[src/rtl/bet_round_sequencer.sv]
// bet_round_sequencer: roulette round controller.
// Collects bets into a slot buffer while in BET and starts the wheel on the
// spin command. It then waits for the settled number, or aborts after
// SPIN_TIMEOUT cycles. Finally it streams the stored slots to the payout
// evaluator over a valid/ready handshake.
// Optional build macro ROUND_HISTORY_EN enables the last_number/round_total
// history registers; without it those ports are tied to zero.
module bet_round_sequencer #(
    parameter int MAX_BETS     = 12,
    parameter int SPIN_TIMEOUT = 100000000
) (
    input  logic       clock,
    input  logic       reset,
    input  logic       bet_valid,
    input  logic [5:0] bet_opcode,
    input  logic [2:0] bet_color,
    input  logic       spin_done,
    input  logic [5:0] led_number,
    output logic       spin,
    output logic [3:0] bet_count,
    output logic       scan_valid,
    output logic [7:0] scan_slot,
    output logic [3:0] scan_index,
    input  logic       scan_ready,
    output logic [5:0] win_number,
    output logic       round_done,
    output logic       bet_dropped,
    output logic       timeout,
    output logic [5:0] last_number,
    output logic [7:0] round_total
);

    localparam int TW = (SPIN_TIMEOUT > 2) ? $clog2(SPIN_TIMEOUT) : 1;

    typedef enum logic [1:0] {
        ST_BET  = 2'd0,
        ST_SPIN = 2'd1,
        ST_SCAN = 2'd2,
        ST_DONE = 2'd3
    } state_t;

    state_t          state_q;
    logic [7:0]      slots_q [MAX_BETS];
    logic [3:0]      bet_count_q;
    logic            spin_q;
    logic            scan_valid_q;
    logic [7:0]      scan_slot_q;
    logic [3:0]      scan_index_q;
    logic [5:0]      win_number_q;
    logic            round_done_q;
    logic            bet_dropped_q;
    logic            timeout_q;
    logic [TW-1:0]   tmr_q;

    logic            bet_ok_s;
    logic            room_s;
    logic            spin_cmd_s;
    logic            last_slot_s;
    logic            tmr_exp_s;
    logic [3:0]      idx_nxt_s;
    logic [7:0]      scan_slot_d;

    // Decode the incoming strobe and the FSM-side conditions.
    always_comb begin
        bet_ok_s    = bet_valid && (bet_opcode != 6'h3F) && (bet_opcode != 6'h3E) && (|bet_color);
        room_s      = bet_count_q < 4'(MAX_BETS);
        spin_cmd_s  = bet_valid && (bet_opcode == 6'h3E);
        last_slot_s = scan_index_q == (bet_count_q - 4'd1);
        tmr_exp_s   = tmr_q == TW'(SPIN_TIMEOUT - 1);
        idx_nxt_s   = scan_index_q + 4'd1;
    end

    // One-hot OR mux selecting the slot that follows the presented one.
    always_comb begin
        scan_slot_d = 8'h00;
        for (int i = 0; i < MAX_BETS; i++) begin
            scan_slot_d = scan_slot_d | (slots_q[i] & {8{idx_nxt_s == 4'(i)}});
        end
    end

    // Round FSM with all outputs registered.
    always_ff @(posedge clock or posedge reset) begin
        if (reset) begin
            state_q       <= ST_BET;
            bet_count_q   <= 4'd0;
            spin_q        <= 1'b0;
            scan_valid_q  <= 1'b0;
            scan_slot_q   <= 8'h00;
            scan_index_q  <= 4'd0;
            win_number_q  <= 6'd0;
            round_done_q  <= 1'b0;
            bet_dropped_q <= 1'b0;
            timeout_q     <= 1'b0;
            tmr_q         <= '0;
            for (int i = 0; i < MAX_BETS; i++) begin
                slots_q[i] <= 8'h00;
            end
        end else begin
            round_done_q  <= 1'b0;
            bet_dropped_q <= 1'b0;
            case (state_q)
                ST_BET: begin
                    if (bet_ok_s && room_s) begin
                        for (int i = 0; i < MAX_BETS; i++) begin
                            if (bet_count_q == 4'(i)) begin
                                slots_q[i] <= {bet_color[1:0], bet_opcode};
                            end
                        end
                        bet_count_q <= bet_count_q + 4'd1;
                        timeout_q   <= 1'b0;
                    end else if (bet_ok_s) begin
                        bet_dropped_q <= 1'b1;
                    end else if (spin_cmd_s && (bet_count_q != 4'd0)) begin
                        state_q <= ST_SPIN;
                        spin_q  <= 1'b1;
                        tmr_q   <= '0;
                    end
                end
                ST_SPIN: begin
                    // spin_done takes priority over an expiring timer
                    if (spin_done) begin
                        win_number_q <= led_number;
                        scan_index_q <= 4'd0;
                        scan_slot_q  <= slots_q[0];
                        scan_valid_q <= 1'b1;
                        spin_q       <= 1'b0;
                        state_q      <= ST_SCAN;
                    end else if (tmr_exp_s) begin
                        bet_count_q <= 4'd0;
                        timeout_q   <= 1'b1;
                        spin_q      <= 1'b0;
                        state_q     <= ST_BET;
                    end else begin
                        tmr_q <= tmr_q + TW'(1);
                    end
                end
                ST_SCAN: begin
                    if (scan_valid_q && scan_ready) begin
                        if (last_slot_s) begin
                            scan_valid_q <= 1'b0;
                            round_done_q <= 1'b1;
                            state_q      <= ST_DONE;
                        end else begin
                            scan_index_q <= idx_nxt_s;
                            scan_slot_q  <= scan_slot_d;
                        end
                    end
                end
                ST_DONE: begin
                    bet_count_q <= 4'd0;
                    state_q     <= ST_BET;
                end
                default: begin
                    state_q <= ST_BET;
                end
            endcase
        end
    end

`ifdef ROUND_HISTORY_EN
    logic [5:0] last_number_q;
    logic [7:0] round_total_q;

    // Record the finished round's number and count completed rounds.
    always_ff @(posedge clock or posedge reset) begin
        if (reset) begin
            last_number_q <= 6'd0;
            round_total_q <= 8'd0;
        end else if (state_q == ST_DONE) begin
            last_number_q <= win_number_q;
            round_total_q <= round_total_q + 8'd1;
        end
    end

    assign last_number = last_number_q;
    assign round_total = round_total_q;
`else
    assign last_number = 6'd0;
    assign round_total = 8'd0;
`endif

    assign spin        = spin_q;
    assign bet_count   = bet_count_q;
    assign scan_valid  = scan_valid_q;
    assign scan_slot   = scan_slot_q;
    assign scan_index  = scan_index_q;
    assign win_number  = win_number_q;
    assign round_done  = round_done_q;
    assign bet_dropped = bet_dropped_q;
    assign timeout     = timeout_q;

endmodule

[config.mk]
export PLATFORM = sky130hd
export DESIGN_NAME = bet_round_sequencer
export DESIGN_NICKNAME = d
export VERILOG_FILES = /design/src/rtl/bet_round_sequencer.sv
export SDC_FILE = /design/constraint.sdc
export NUM_CORES = 1
export LEC_CHECK = 0
export ABC_AREA = 1
export BUFFER_PORTS_ARGS = -buffer_cell sky130_fd_sc_hd__buf_2
export CORE_ASPECT_RATIO = 0.7
export CORE_MARGIN = 5
export CORE_UTILIZATION = 55
export DETAILED_ROUTE_END_ITERATION = 8
export PLACE_DENSITY = 0.77
export SLEW_MARGIN = 20
export SYNTH_ARGS = -nofsm -noshare
export SYNTH_HDL_FRONTEND = slang
export SYNTH_SLANG_ARGS = --single-unit
[constraint.sdc]
create_clock -name clock -period 4.9 [get_ports clock]
set_input_delay 0.735 -clock clock [delete_from_list [all_inputs] [get_ports clock]]
set_output_delay 0.735 -clock clock [all_outputs]
set_load 0.03 [all_outputs]
After elaboration in Yosys (flattened, before gate mapping)
Index checks and enable logic that the tools add are counted.
{"block": "word_totals", "reg_bits": 152, "latchBits": 0, "ram_bits": 0, "romBits": 0, "wordCells": 174, "memories": 0}
{"block": "classes", "n_addsub": 4, "multipliers": 0, "div_mod_pow": 0, "order_cmp": 1, "eq_ne": 42, "shift": 0, "muxes": 46, "bitwise": 23, "n_reduce_logical": 35}
{"cell": "$mux 27", "n": 5}
{"cell": "$and 8x8->8", "n": 12}
{"cell": "$or 8x8->8", "n": 11}
{"cell": "$pmux 27 s2", "n": 1}
{"cell": "$reduce_and 3->1", "n": 12}
{"cell": "$eq 4x3->1 const B", "n": 8}
{"cell": "$eq 4x4->1 const B", "n": 8}
{"cell": "$add 27x1->27 const B", "n": 1}
{"cell": "$eq 27x27->1 const B", "n": 1}
{"cell": "$mux 4", "n": 6}
{"cell": "$mux 8", "n": 3}
{"cell": "$ne 2x2->1 const B", "n": 11}
{"cell": "$mux 1", "n": 17}
{"cell": "$eq 4x2->1 const B", "n": 4}
{"cell": "$pmux 8 s2", "n": 1}
{"cell": "$reduce_and 4->1", "n": 4}
{"cell": "$mux 2", "n": 7}
{"cell": "$ne 6x6->1 const B", "n": 2}
{"cell": "$pmux 4 s3", "n": 1}
{"cell": "$reduce_and 6->1", "n": 2}
{"cell": "$add 4x1->4 const B", "n": 2}
{"cell": "$eq 4x1->1 const B", "n": 2}
{"cell": "$logic_not 4->1", "n": 2}
{"cell": "$pmux 2 s4", "n": 1}
{"cell": "17 further kinds", "n": 27}

Logic depth before layout (Yosys ltp)
Gate-level depths: netlist of the first run.
{"block": "depth", "word_depth": 17, "ltp_mapped": 16, "ltp_nobuf": 15}

Worst setup path before layout of the first run
Ideal clock, no wire load.
{"block": "synth_timing", "path_type": "reg-to-reg", "startpoint": "register bet_count_q[0] (netlist: bet_count[0])", "endpoint": "register scan_slot_q[6] (netlist: scan_slot[6])", "setup_time_ns": 0.117, "t_arrival_ns": 1.963, "setup_slack_ns": 2.820, "path_stages_with_launch": 16, "n_path_buf": 1, "period_less_slack_ns": 2.080, "path_cell_list": "dfrtp_1 inv_1 ha_1 nand2_1 nand2_1 nand2_1 nand2_1 nor2_1 nand2_1 nand2_2 nand2_2 nand2_4 buf_6 nor2_1 nand2_1 nand2_1"}
{"block": "synth_via", "elab_chain_cells": 4}
{"element": "from (decl)", "line": "44", "rtl": "logic [3:0] bet_count_q;"}
{"element": "from (signal assigned)", "line": "109", "rtl": "bet_count_q <= bet_count_q + 4'd1;"}
{"element": "$sub 4x1->4", "line": "68", "rtl": "last_slot_s = scan_index_q == (bet_count_q - 4'd1);"}
{"element": "$eq 4x4->1", "line": "68"}
{"element": "$ne 2x2->1 (no line)"}
{"element": "$reduce_and 4->1 (no line)"}
{"element": "to (signal assigned)", "line": "124", "rtl": "scan_slot_q <= slots_q[0];"}
{"element": "to (signal assigned)", "line": "145", "rtl": "scan_slot_q <= scan_slot_d;"}
{"element": "to (decl)", "line": "47", "rtl": "logic [7:0] scan_slot_q;"}
No other way between the ends.
A chain may end at the register's enable or synchronous reset.

Worst setup path after layout of the first run
{"block": "layout_timing", "startpoint": "register state_q[0]", "endpoint": "register tmr_q[13]"}
{"block": "layout_via", "elab_chain_cells": 3, "elab_cells_between_ends": 10}
{"element": "from (decl)", "line": "42", "rtl": "state_t state_q;"}
{"element": "from (signal assigned)", "line": "84", "rtl": "state_q <= ST_BET;"}
{"element": "from (signal assigned)", "line": "114", "rtl": "state_q <= ST_SPIN;"}
{"element": "from (signal assigned)", "line": "127", "rtl": "state_q <= ST_SCAN;"}
{"element": "$eq 2x1->1 / $logic_not 2->1 (equally long branches)", "line": "101", "rtl": "case (state_q)"}
{"element": "$ne 2x2->1 (no line) / $reduce_bool 2->1 (equally long branches)"}
{"element": "$reduce_and 6->1 (no line)"}
{"element": "to (signal assigned)", "line": "134", "rtl": "tmr_q <= tmr_q + TW'(1);"}
{"element": "to (decl)", "line": "53", "rtl": "logic [TW-1:0] tmr_q;"}
Several ways; a longest one is shown, not always the timed one.

==> metrics.md, run 1 <==
| Metric | Value |
|---|---|
| GP Congestion | ~0.95 |
| Drt first pass iters | 6 |
| Setup CP Type | reg -> reg |
| CTS clock-pin slew for the worst setup and hold paths | ~60 ps |
| Total CTS buffers | 17 |
| Vias per cell | 5.70 |
| WL met3 | ~2700 µm |
| Setup repair after global routing missed its margin | false |
| Worst Setup End Kind | flop |
| Hold Path Class | in -> async |
| Max stage delay on crit path | ~660 ps |
| Clock sinks | between 150 and 200 |
| Total Routed Length | ~22000 µm |
| Die area | roughly 18000 µm² |
| Leak | 4.40 nW |
| Adder-cell area share of the yosys netlist | between 1 and 1.5% |
| Overflow after GRT | 0 |
| Synth Area in Compound Gates | 8.02% |
| Num ports | 61 |
| Pin count of the biggest net entering global routing | just over 80 |
| Fin. Hold Viols | 0 |
| Top delay family on crit path | simple AND/OR/NAND/NOR gates |
| Commonest non-fill, non-tap cell in the layout | nand2_1 |
| Drt drc | 0 |
| Vias in the first global route | about 6.8k |
| Filler-free cell count of the finished design | 1318 |
| Post-synth EDFFs | 0 |
| Max-slew violation count | 0 |
| Critical Path AT | between 3000 and 4000 ps |
| WP data required | 5210 ps |
| Place WS | 2080 ps |
| Core area | ~15000 µm² |
| Avg WL per Cell | ~17 µm |
| ANT cells | 0 |
| CTS Buffer Depth | 2 |
| H-tree lvl count | 4 |
| Tmin final | ~2800 ps |
| TritonCTS clock tree | built |
| Outcome | complete, no violations |
| Total of max-cap violations | 0 |
| I/O Buffers | 46 |
| Share of cells above drive strength 1 | between 10% and 20% |
| Fmax | about 350 MHz |
| Starting Density | around 57% |
| Final Skew | just under 7 ps |
| Mux share of post-synthesis cell area | 0% |
| Setup slack after layout | around 2100 ps |
| Num rows | 37 |
| Syn_area_per_cell | between 7 and 8 µm² |
| Metal-1 WL | 10200 µm |
| Fin crit share | between 50% and 60% |
| Worst Tran Pin Value | between 1000 and 1500 ps |
| Main combinational cell family by area after synthesis | simple AND/OR/NAND/NOR gates |
| Register-to-register setup slack | between 2000 and 2500 ps |
| Setup TNS | 0 ps |
| Peak VDD IR | 0.201 mV |
| FFs w/ async S/R, synth | 100% |
| Most frequent cells in the layout | nand2_1 (347), dfrtp_1 (152), o21ai_0 (105) |
| Top FF cell, synth | dfrtp_1 |
| Die Ht | roughly 110 µm |
| Layout Nets | ~1.1k |
| Synth Register Bits | between 150 and 200 |
| YS warnings | 0 |
| Area grow syn2layout | 8.61% |
| Vias | around 7.5k |
| CTS Hold Bufs | 0 |
| Postcts setup bufs | 0 |
| Crit path max-delay cell type | nor2_2 |
| Critical Path Start Type | flop |
| Post-detail-place hpwl | between 10000 and 15000 µm |
| Chip width | ~160 µm |
| Tot Pwr | a little under 5 mW |
| Cells after synthesis | approximately 1.1k |
| Met2 Wirelength | roughly 9100 µm |
| Xor/xnor share of the synthesized area | ~2.1% |
| Placed Cells | roughly 1.3k |
| DR top layer | met4 |
| Cell Area, Synth | ~8400 µm² |
| Slew margin rel. | between 20% and 30% |
| Antenna Nets Post-Route | 0 |
| Count of cell types in the netlist | 43 |
| Crit-path cells | inv_2 > nor2_2 > inv_2 > nor2_4 > nor2_1 > nand2_2 > inv_2 > nand2_1 > nand2_1 |
| CTS resizes | 0 |
| DR iter-0 viols | between 800 and 900 |
| PwrDens | ~530 nW/µm² |
| Simple-gate share of the synthesized area | 33.9% |
| Initial antenna violation count | 0 |
| CP most frequent cell | inv_2 |
| Clk_lat worst skew | approximately 430 ps |
| Filler cells | roughly 1.3k |
| First-pass GRT wire length | between 30000 and 40000 µm |
| Overall Global Routing Usage | approximately a quarter |
| Crit path buf inv count | 3 |
| Max FO, Critical Path | 45 |
| Setup violators final | 0 |
| Clock Tree Root | clkbuf_16 |
| Post-synthesis sequential area ratio | 45.2% |
-- cells by family (layout without fill, tap and decap cells) --
family,after synthesis,count (layout)
and+or+nand+nor,620,620
other,1,14
xor gates and xnor gates,18,18
adders and majority gates,10,10
DFF,152,152
buffers and inverters,168,178
AOI/OAI and AO/OA,131,131
-- per-layer routing --
layer / track usage [%] / up-vias
met4: 6.19 / 0
met5: 0 / -
met3: 7.51 / 21
li1: - / 3578
met2: 35.5 / 409
met1: 40.0 / 3506
-- synth_stat cells, types with 17 or more instances --
cell type,n,area [µm²]
inv_1,78,293
nand3_1,74,370
o21ai_1,17,85.1
nor3_1,18,90.1
buf_4,20,150
buf_2,21,105
nand2_1,347,1300
dfrtp_1,152,3800
nor2_1,78,293
nand4_1,76,475
o21ai_0,105,526
clkbuf_1,24,90.1
-- where the power goes --
part           leakage (nW)  total, mW  switching (mW)  internal, mW
Clock                 0.266       1.27           0.517         0.750
Sequential             2.03       1.98           0.303          1.67
Combinational          2.11       1.58            1.13         0.458
-- stage by stage --
| stage | area [µm²] | utilization, % | hold WS [ps] |
|---|---|---|---|
| after detailed placement | 8570 | 57.7 | 461 |
| after global routing | 9130 | 61.5 | 502 |
| final | 9130 | 61.5 | 434 |
| after CTS | 9130 | 61.5 | 476 |
| after global placement | 8570 | 57.7 | 449 |
| after floorplan | 8460 | - | 453 |
-- state kept, by name, summed over array words and instances, names as in the netlist, named ones only --
name and flops:
scan_slot 8, bet_count 4, slots_q 96, scan_index 4, state_q 1, bet_dropped 1, win_number 6, scan_valid 1
tmr_q 27, spin 1, round_done 1, timeout 1
-- cell type report --
| class | count | area (µm²) | area share [%] |
|---|---|---|---|
| Tap cell | 195 | 244 | 2.67 |
| Sequential cell | 152 | 3800 | 41.6 |
| Clock inverter | 6 | 66.3 | 0.726 |
| Inverter | 96 | 368 | 4.03 |
| Timing Repair Buffer | 51 | 268 | 2.93 |
| Multi-Input combinational cell | 793 | 3890 | 42.6 |
| Clock buffer | 25 | 495 | 5.42 |
-- path summary, 6_finish.rpt --
| kind | endpoint | startpoint | depth (start not counted) |
|---|---|---|---|
| worst max-delay path | tmr_q[13] | state_q[0] | 9 |
| worst min-delay path | win_number[5] | reset | 2 |
| worst max register to register | tmr_q[13] | state_q[0] | 9 |
| worst min register to register | scan_slot[4] | scan_slot[4] | 2 |
| max in group asynchronous | slots_q[34] | reset | 3 |
| min in group clock | scan_slot[4] | scan_slot[4] | 2 |
(Power assumes the default switching activity.)
==> inputs of run 2 (changes only) <==
clock period = 2.4 ns   (was 4.9 ns; I/O delays follow)
==> metrics.md, run 2 (synthesized netlist as in run 1, its figures left out) <==
| Metric | Value |
|---|---|
| Outcome | complete, no violations |
| Starting Density | 56.6% (unchanged) |
| Filler cells | 1248 (-3.6%) |
| Peak VDD IR | 0.440 mV (+120%) |
| Largest register FFs | 96 (unchanged) |
| Core area | 14900 µm² (unchanged) |
| Final Skew | 10.3 ps (+3.57 ps) |
| Setup CP Type | reg -> reg |
| Setup TNS | 0 ps (unchanged) |
| Filler-free cell count of the finished design | 1346 (+2.1%) |
| Max FO, Critical Path | 20 (-56%) |
| Overall Global Routing Usage | 26.3% (+0.43 points) |
| Crit path max-delay cell type | dfrtp_1 |
| TritonCTS clock tree | built |
| Critical Path AT | 2440 ps (-710 ps) |
| Critical path launch point | scan_index[0] |
| CTS clock-pin slew for the worst setup and hold paths | 60 ps (about the same) |
| Setup crit end | scan_slot[5] |
| WP data required | 2770 ps (-2440 ps) |
| Register-to-register setup slack | 320 ps (-1730 ps) |
| Max stage delay on crit path | 420 ps (-240 ps) |
| Initial antenna violation count | 0 (unchanged) |
| First-pass GRT wire length | 37000 µm (+1.2%) |
| Max-slew violation count | 0 (unchanged) |
| Crit path buf inv count | 2 (-1) |
| Layout Nets | 1169 (+2.5%) |
| Reg-to-reg endpoint | scan_slot[5] |
| DR iter-0 viols | 949 (+7.6%) |
| Tmin final | 2080 ps (-766 ps) |
| Avg WL per Cell | 16.9 µm (+0.38%) |
| Vias per cell | 5.65 (-0.83%) |
| Vias | 7610 (+1.3%) |
| Clock Tree Root | clkbuf_16 |
| Worst Tran Pin Value | 630 ps (-518 ps) |
| Total of max-cap violations | 0 (unchanged) |
| Clk_lat worst skew | 430 ps (about the same) |
| Postcts setup bufs | 0 (unchanged) |
| Total Routed Length | 22800 µm (+2.5%) |
| Die Ht | 113 µm (unchanged) |
| Post-detail-place hpwl | 15600 µm (+5.5%) |
| Overflow after GRT | 0 (unchanged) |
| GP Congestion | 0.970 (+1.8%) |
| Fmax | 482 MHz (+37%) |
| Drt first pass iters | 6 (unchanged) |
| Area grow syn2layout | 12.0% |
| PwrDens | 1080 nW/µm² (+100%) |
| Hold Path Class | in -> reg |
| Stages on the worst setup path | 11 (+2) |
| Num ports | 61 (unchanged) |
| Setup repair after global routing missed its margin | false |
| Crit-path cells | ha_1 > xor2_2 > buf_4 > nand4_1 > nand2_1 > inv_1 > nand2_1 > nor2_1 > nand2_1 > nand2_1 > nand2_1 |
| R2r startpoint | scan_index[0] |
| Share of cells above drive strength 1 | 12.9% (+2.2 points) |
| CP most frequent cell | nand2_1 |
| Vias in the first global route | 6906 (+1.8%) |
| ANT cells | 0 (unchanged) |
| Slew margin rel. | 58.0% (+35 points) |
| Worst reg-to-reg path cell count | 11 (+2) |
| Chip width | 158 µm (unchanged) |
| Num rows | 37 (unchanged) |
| Leak | 4.58 nW (+4.1%) |
| Commonest non-fill, non-tap cell in the layout | nand2_1 |
| CTS resizes | 0 (unchanged) |
| Fin crit share | 86.5% (+28 points) |
| Placed Cells | 1314 (+2.1%) |
| Top delay family on crit path | simple AND/OR/NAND/NOR gates |
| Setup violators final | 0 (unchanged) |
| Drt drc | 0 (unchanged) |
| Most frequent cells in the layout | nand2_1 (347), dfrtp_1 (152), o21ai_0 (105) |
| H-tree lvl count | 4 (unchanged) |
| Fin. Hold Viols | 0 (unchanged) |
| Pin count of the biggest net entering global routing | 77 (-4.9%) |
| Die area | 17900 µm² (unchanged) |
| Critical Path Start Type | flop |
| Clock sinks | 152 (unchanged) |
| Total CTS buffers | 17 (unchanged) |
| Largest Register | slots_q |
| I/O Buffers | 46 (unchanged) |
| CTS Buffer Depth | 2 (unchanged) |
| Antenna Nets Post-Route | 0 (unchanged) |
| Worst Setup End Kind | flop |
## run 2: per-layer routing
metal  GRT usage [%]  routed length (µm)  vias up
met5               0                   0        -
met1            40.1               10500     3595
met4            6.59                 259        0
met3            8.80                2530       28
met2            35.8                9490      347
li1                -                   -     3640
## run 2: worst min path at each step
| stage | start | slack (ps) | endpoint | cells after the start |
|---|---|---|---|---|
| after floorplan | slots_q[34] | 450 | slots_q[34] | 2 |
| after detailed placement | reset | 380 | async pin | 2 |
| after global routing | led_number[0] | 140 | win_number[0] | 3 |
| final | led_number[4] | 130 | win_number[4] | 3 |
| after global placement | reset | 370 | win_number[0] | 2 |
| after CTS | led_number[4] | 120 | win_number[4] | 3 |
## run 2: metrics by stage
step / hold slack (ps) / util (%) / power, mW / setup slack (ps) / instance area [µm²]
after floorplan: 453 / - / 6.43 / 123 / 8460
after global placement: 374 / 59.4 / 7.33 / 389 / 8820
after detailed placement: 375 / 59.4 / 7.43 / 382 / 8820
after CTS: 118 / 63.4 / 10.1 / 349 / 9420
after global routing: 137 / 63.4 / 10.8 / 114 / 9420
final: 131 / 63.4 / 10.2 / 324 / 9420
## run 2: area by class of cell
class                           count  area [µm²]  share of cell area, %
Sequential cell                   152        3800                   40.4
Multi-Input combinational cell    793        3890                   41.3
Clock inverter                      7        91.3                  0.970
Tap cell                          195         244                   2.59
Clock buffer                       24         492                   5.22
Inverter                           96         367                   3.89
Timing Repair Buffer               79         531                   5.63
## run 2: timing repair
action,in CTS,in global routing
endpoints found under the hold margin,14,0
endpoints found under the setup margin,0,0
hold buffers,1,0
## run 2: power by group
part,total (mW),switching (mW),leakage [nW],internal [mW]
Sequential,4.00,0.583,2.03,3.42
Clock,2.67,1.04,0.286,1.63
Combinational,3.50,2.41,2.27,1.09
Total,10.2,4.03,4.58,6.14
## run 2: worst reg2reg max path, cell delays in order, from the launching register on
cell     delay [ps]
dfrtp_1         420
ha_1            320
xor2_2          300
buf_4           310
nand4_1         150
nand2_1         110
inv_1            40
nand2_1          90
nor2_1           50
nand2_1          90
nand2_1          80
nand2_1          60
==> inputs of run 3 (changes only) <==
MAX_ROUTING_LAYER = met4   (was default)
==> metrics.md, run 3 (synthesized netlist as in run 1, its figures left out) <==
| Metric | Value |
|---|---|
| Seq pwr share | 39.0% (-0.4 points) |
| Avg WL per Cell | 16.8 µm (-1.0%) |
| Hold Path Class | in -> reg |
| Outcome | complete, no violations |
| Critical Path Start Type | flop |
| Overall Global Routing Usage | 26.8% (+0.57 points) |
| Vias per cell | 5.67 (+0.33%) |
| WP data required | 2720 ps (-50 ps) |
| Slew margin rel. | 62.0% (+4.0 points) |
| Num rows | 37 (unchanged) |
| Clock Tree Root | clkbuf_16 |
| Die Ht | 113 µm (unchanged) |
| CTS clock-pin slew for the worst setup and hold paths | 60 ps (about the same) |
| Fin. Hold Viols | 0 (unchanged) |
| Switching portion of total power | 39.2% (-0.49 points) |
| Pin count of the biggest net entering global routing | 79 (+2.6%) |
| Setup TNS | 0 ps (unchanged) |
| Chip width | 158 µm (unchanged) |
| Tmin final | 2100 ps (+19.6 ps) |
| Final Skew | 8.93 ps (-1.37 ps) |
| Drt drc | 0 (unchanged) |
| WHS | 129 ps (-1.39 ps) |
| Largest register FFs | 96 (unchanged) |
| CTS Buffer Depth | 2 (unchanged) |
| CTS Hold Bufs | 1 (unchanged) |
| Setup violators final | 0 (unchanged) |
| Drt first pass iters | 5 (-1) |
| I/O Buffers | 46 (unchanged) |
| Largest Register | slots_q |
| Die area | 17900 µm² (unchanged) |
| Worst reg-to-reg path cell count | 12 (+1) |
| R2r startpoint | bet_count[1] |
| Hold_sp | led_number[4] |
| TritonCTS clock tree | built |
| Core area | 14900 µm² (unchanged) |
| Num ports | 61 (unchanged) |
| Setup repair after global routing missed its margin | false |
| DR iter-0 viols | 918 (-3.3%) |
| Starting Density | 56.6% (unchanged) |
| Setup CP Type | reg -> reg |
| Overflow after GRT | 0 (unchanged) |
| H-tree lvl count | 4 (unchanged) |
| Max-slew violation count | 0 (unchanged) |
| Clock group share of total power | 27.3% (+1.0 points) |
| Worst Setup End Kind | flop |
| PwrDens | 1080 nW/µm² (+0.23%) |
| Filler cells | 1269 (+1.7%) |
| Fmax | 477 MHz (-0.93%) |
| CTS resizes | 0 (unchanged) |
| Clock sinks | 152 (unchanged) |
| Register-to-register setup slack | 300 ps (-20 ps) |
| Hold Crit Endpoint | win_number[4] |
| Critical Path AT | 2420 ps (-20 ps) |
| ANT cells | 0 (unchanged) |
| Switching power | 4.01 mW (-0.58%) |
| Reg-to-reg endpoint | scan_slot[3] |
| Setup slack after layout | 305 ps (-19.6 ps) |
| Commonest non-fill, non-tap cell in the layout | nand2_1 |
| Layout Nets | 1169 (unchanged) |
| Postcts setup bufs | 0 (unchanged) |
| Clk_lat worst skew | 430 ps (about the same) |
| Fin util | 63.6% (+0.27 points) |
| Max FO, Critical Path | 17 (-15%) |
| Vias in the first global route | 6795 (-1.6%) |
| Vias | 7641 (+0.41%) |
| Fin crit share | 87.3% (+0.82 points) |
| Combinational Power Share | 33.7% (-0.7 points) |
| Peak VDD IR | 0.480 mV (+9.2%) |
| Place WS | 365 ps (-17.2 ps) |
| Leak | 4.59 nW (+0.19%) |
| Share of cells above drive strength 1 | 12.8% (about the same) |
| Post-detail-place hpwl | 15500 µm (-1.0%) |
| Initial antenna violation count | 0 (unchanged) |
| Cell Int Power | 6.23 mW (+1.5%) |
| First-pass GRT wire length | 36700 µm (-0.93%) |
| Total of max-cap violations | 0 (unchanged) |
| Worst Tran Pin Value | 570 ps (-60.1 ps) |
| Total CTS buffers | 17 (unchanged) |
| GP Congestion | 0.967 (-0.28%) |
| Most frequent cells in the layout | nand2_1 (347), dfrtp_1 (152), o21ai_0 (105) |
| Total Routed Length | 22600 µm (-0.97%) |
| Hold Path Stages | 3 (unchanged) |
| Antenna Nets Post-Route | 0 (unchanged) |
| Area grow syn2layout | 12.5% |
## run 3: final cells by class
type | count | area, µm² | area share (%)
multi-input cells | 793 | 3890 | 41.1
flip-flops and latches | 152 | 3800 | 40.2
repair buffers | 79 | 543 | 5.74
clock buffers | 25 | 495 | 5.24
inverters | 96 | 367 | 3.88
well taps | 195 | 244 | 2.58
clock inverters | 7 | 115 | 1.22
## run 3: worst max path at each step
stage                       startpoint           end  depth (start not counted)
after global routing      bet_count[1]  scan_slot[3]                         12
after CTS                 bet_count[1]  scan_slot[3]                         12
final                     bet_count[1]  scan_slot[3]                         12
after floorplan                  reset     async pin                          1
after global placement    bet_count[1]  scan_slot[3]                         12
after detailed placement  bet_count[1]  scan_slot[3]                         12
## run 3: worst max-delay path, stage by stage, from the launching register on
cell and delay, ps:
dfrtp_1 480, inv_1 130, ha_1 330, xor2_1 160, nand2_1 70, nor2_1 110, nand2_1 110, nand2_2 110
nand2_2 80, nand2_4 200, nor2_1 60, nand2_1 90, nand2_1 50
## run 3: power by group through the flow
stage	Sequential (mW)	Combinational [mW]	Clock (mW)
5_1_grt	4.08	3.86	2.93
4_1_cts	3.96	3.42	2.82
3_5_place_dp	3.99	3.40	0
3_3_place_gp	3.98	3.31	0
6_report	3.99	3.45	2.79
2_1_floorplan	4.17	2.26	0
## run 3: routing by layer
layer / up-vias / part of all wire [%] / routed length (µm) / GRT usage [%]
met3: 33 / 11 / 2400 / 7.09
met4: 0 / 1.2 / 272 / 7.05
met1: 3612 / 47 / 10700 / 40.8
li1: 3644 / - / - / -
met5: - / 0 / 0 / -
met2: 352 / 41 / 9230 / 35.3
## run 3: metrics by stage
| stage | power, mW | area [µm²] | instances |
|---|---|---|---|
| after floorplan | 6.43 | 8460 | 1113 |
| after global placement | 7.29 | 8840 | 1314 |
| after detailed placement | 7.39 | 8840 | 1314 |
| after CTS | 10.2 | 9460 | 1347 |
| after global routing | 10.9 | 9460 | 1347 |
| final | 10.2 | 9460 | 1347 |
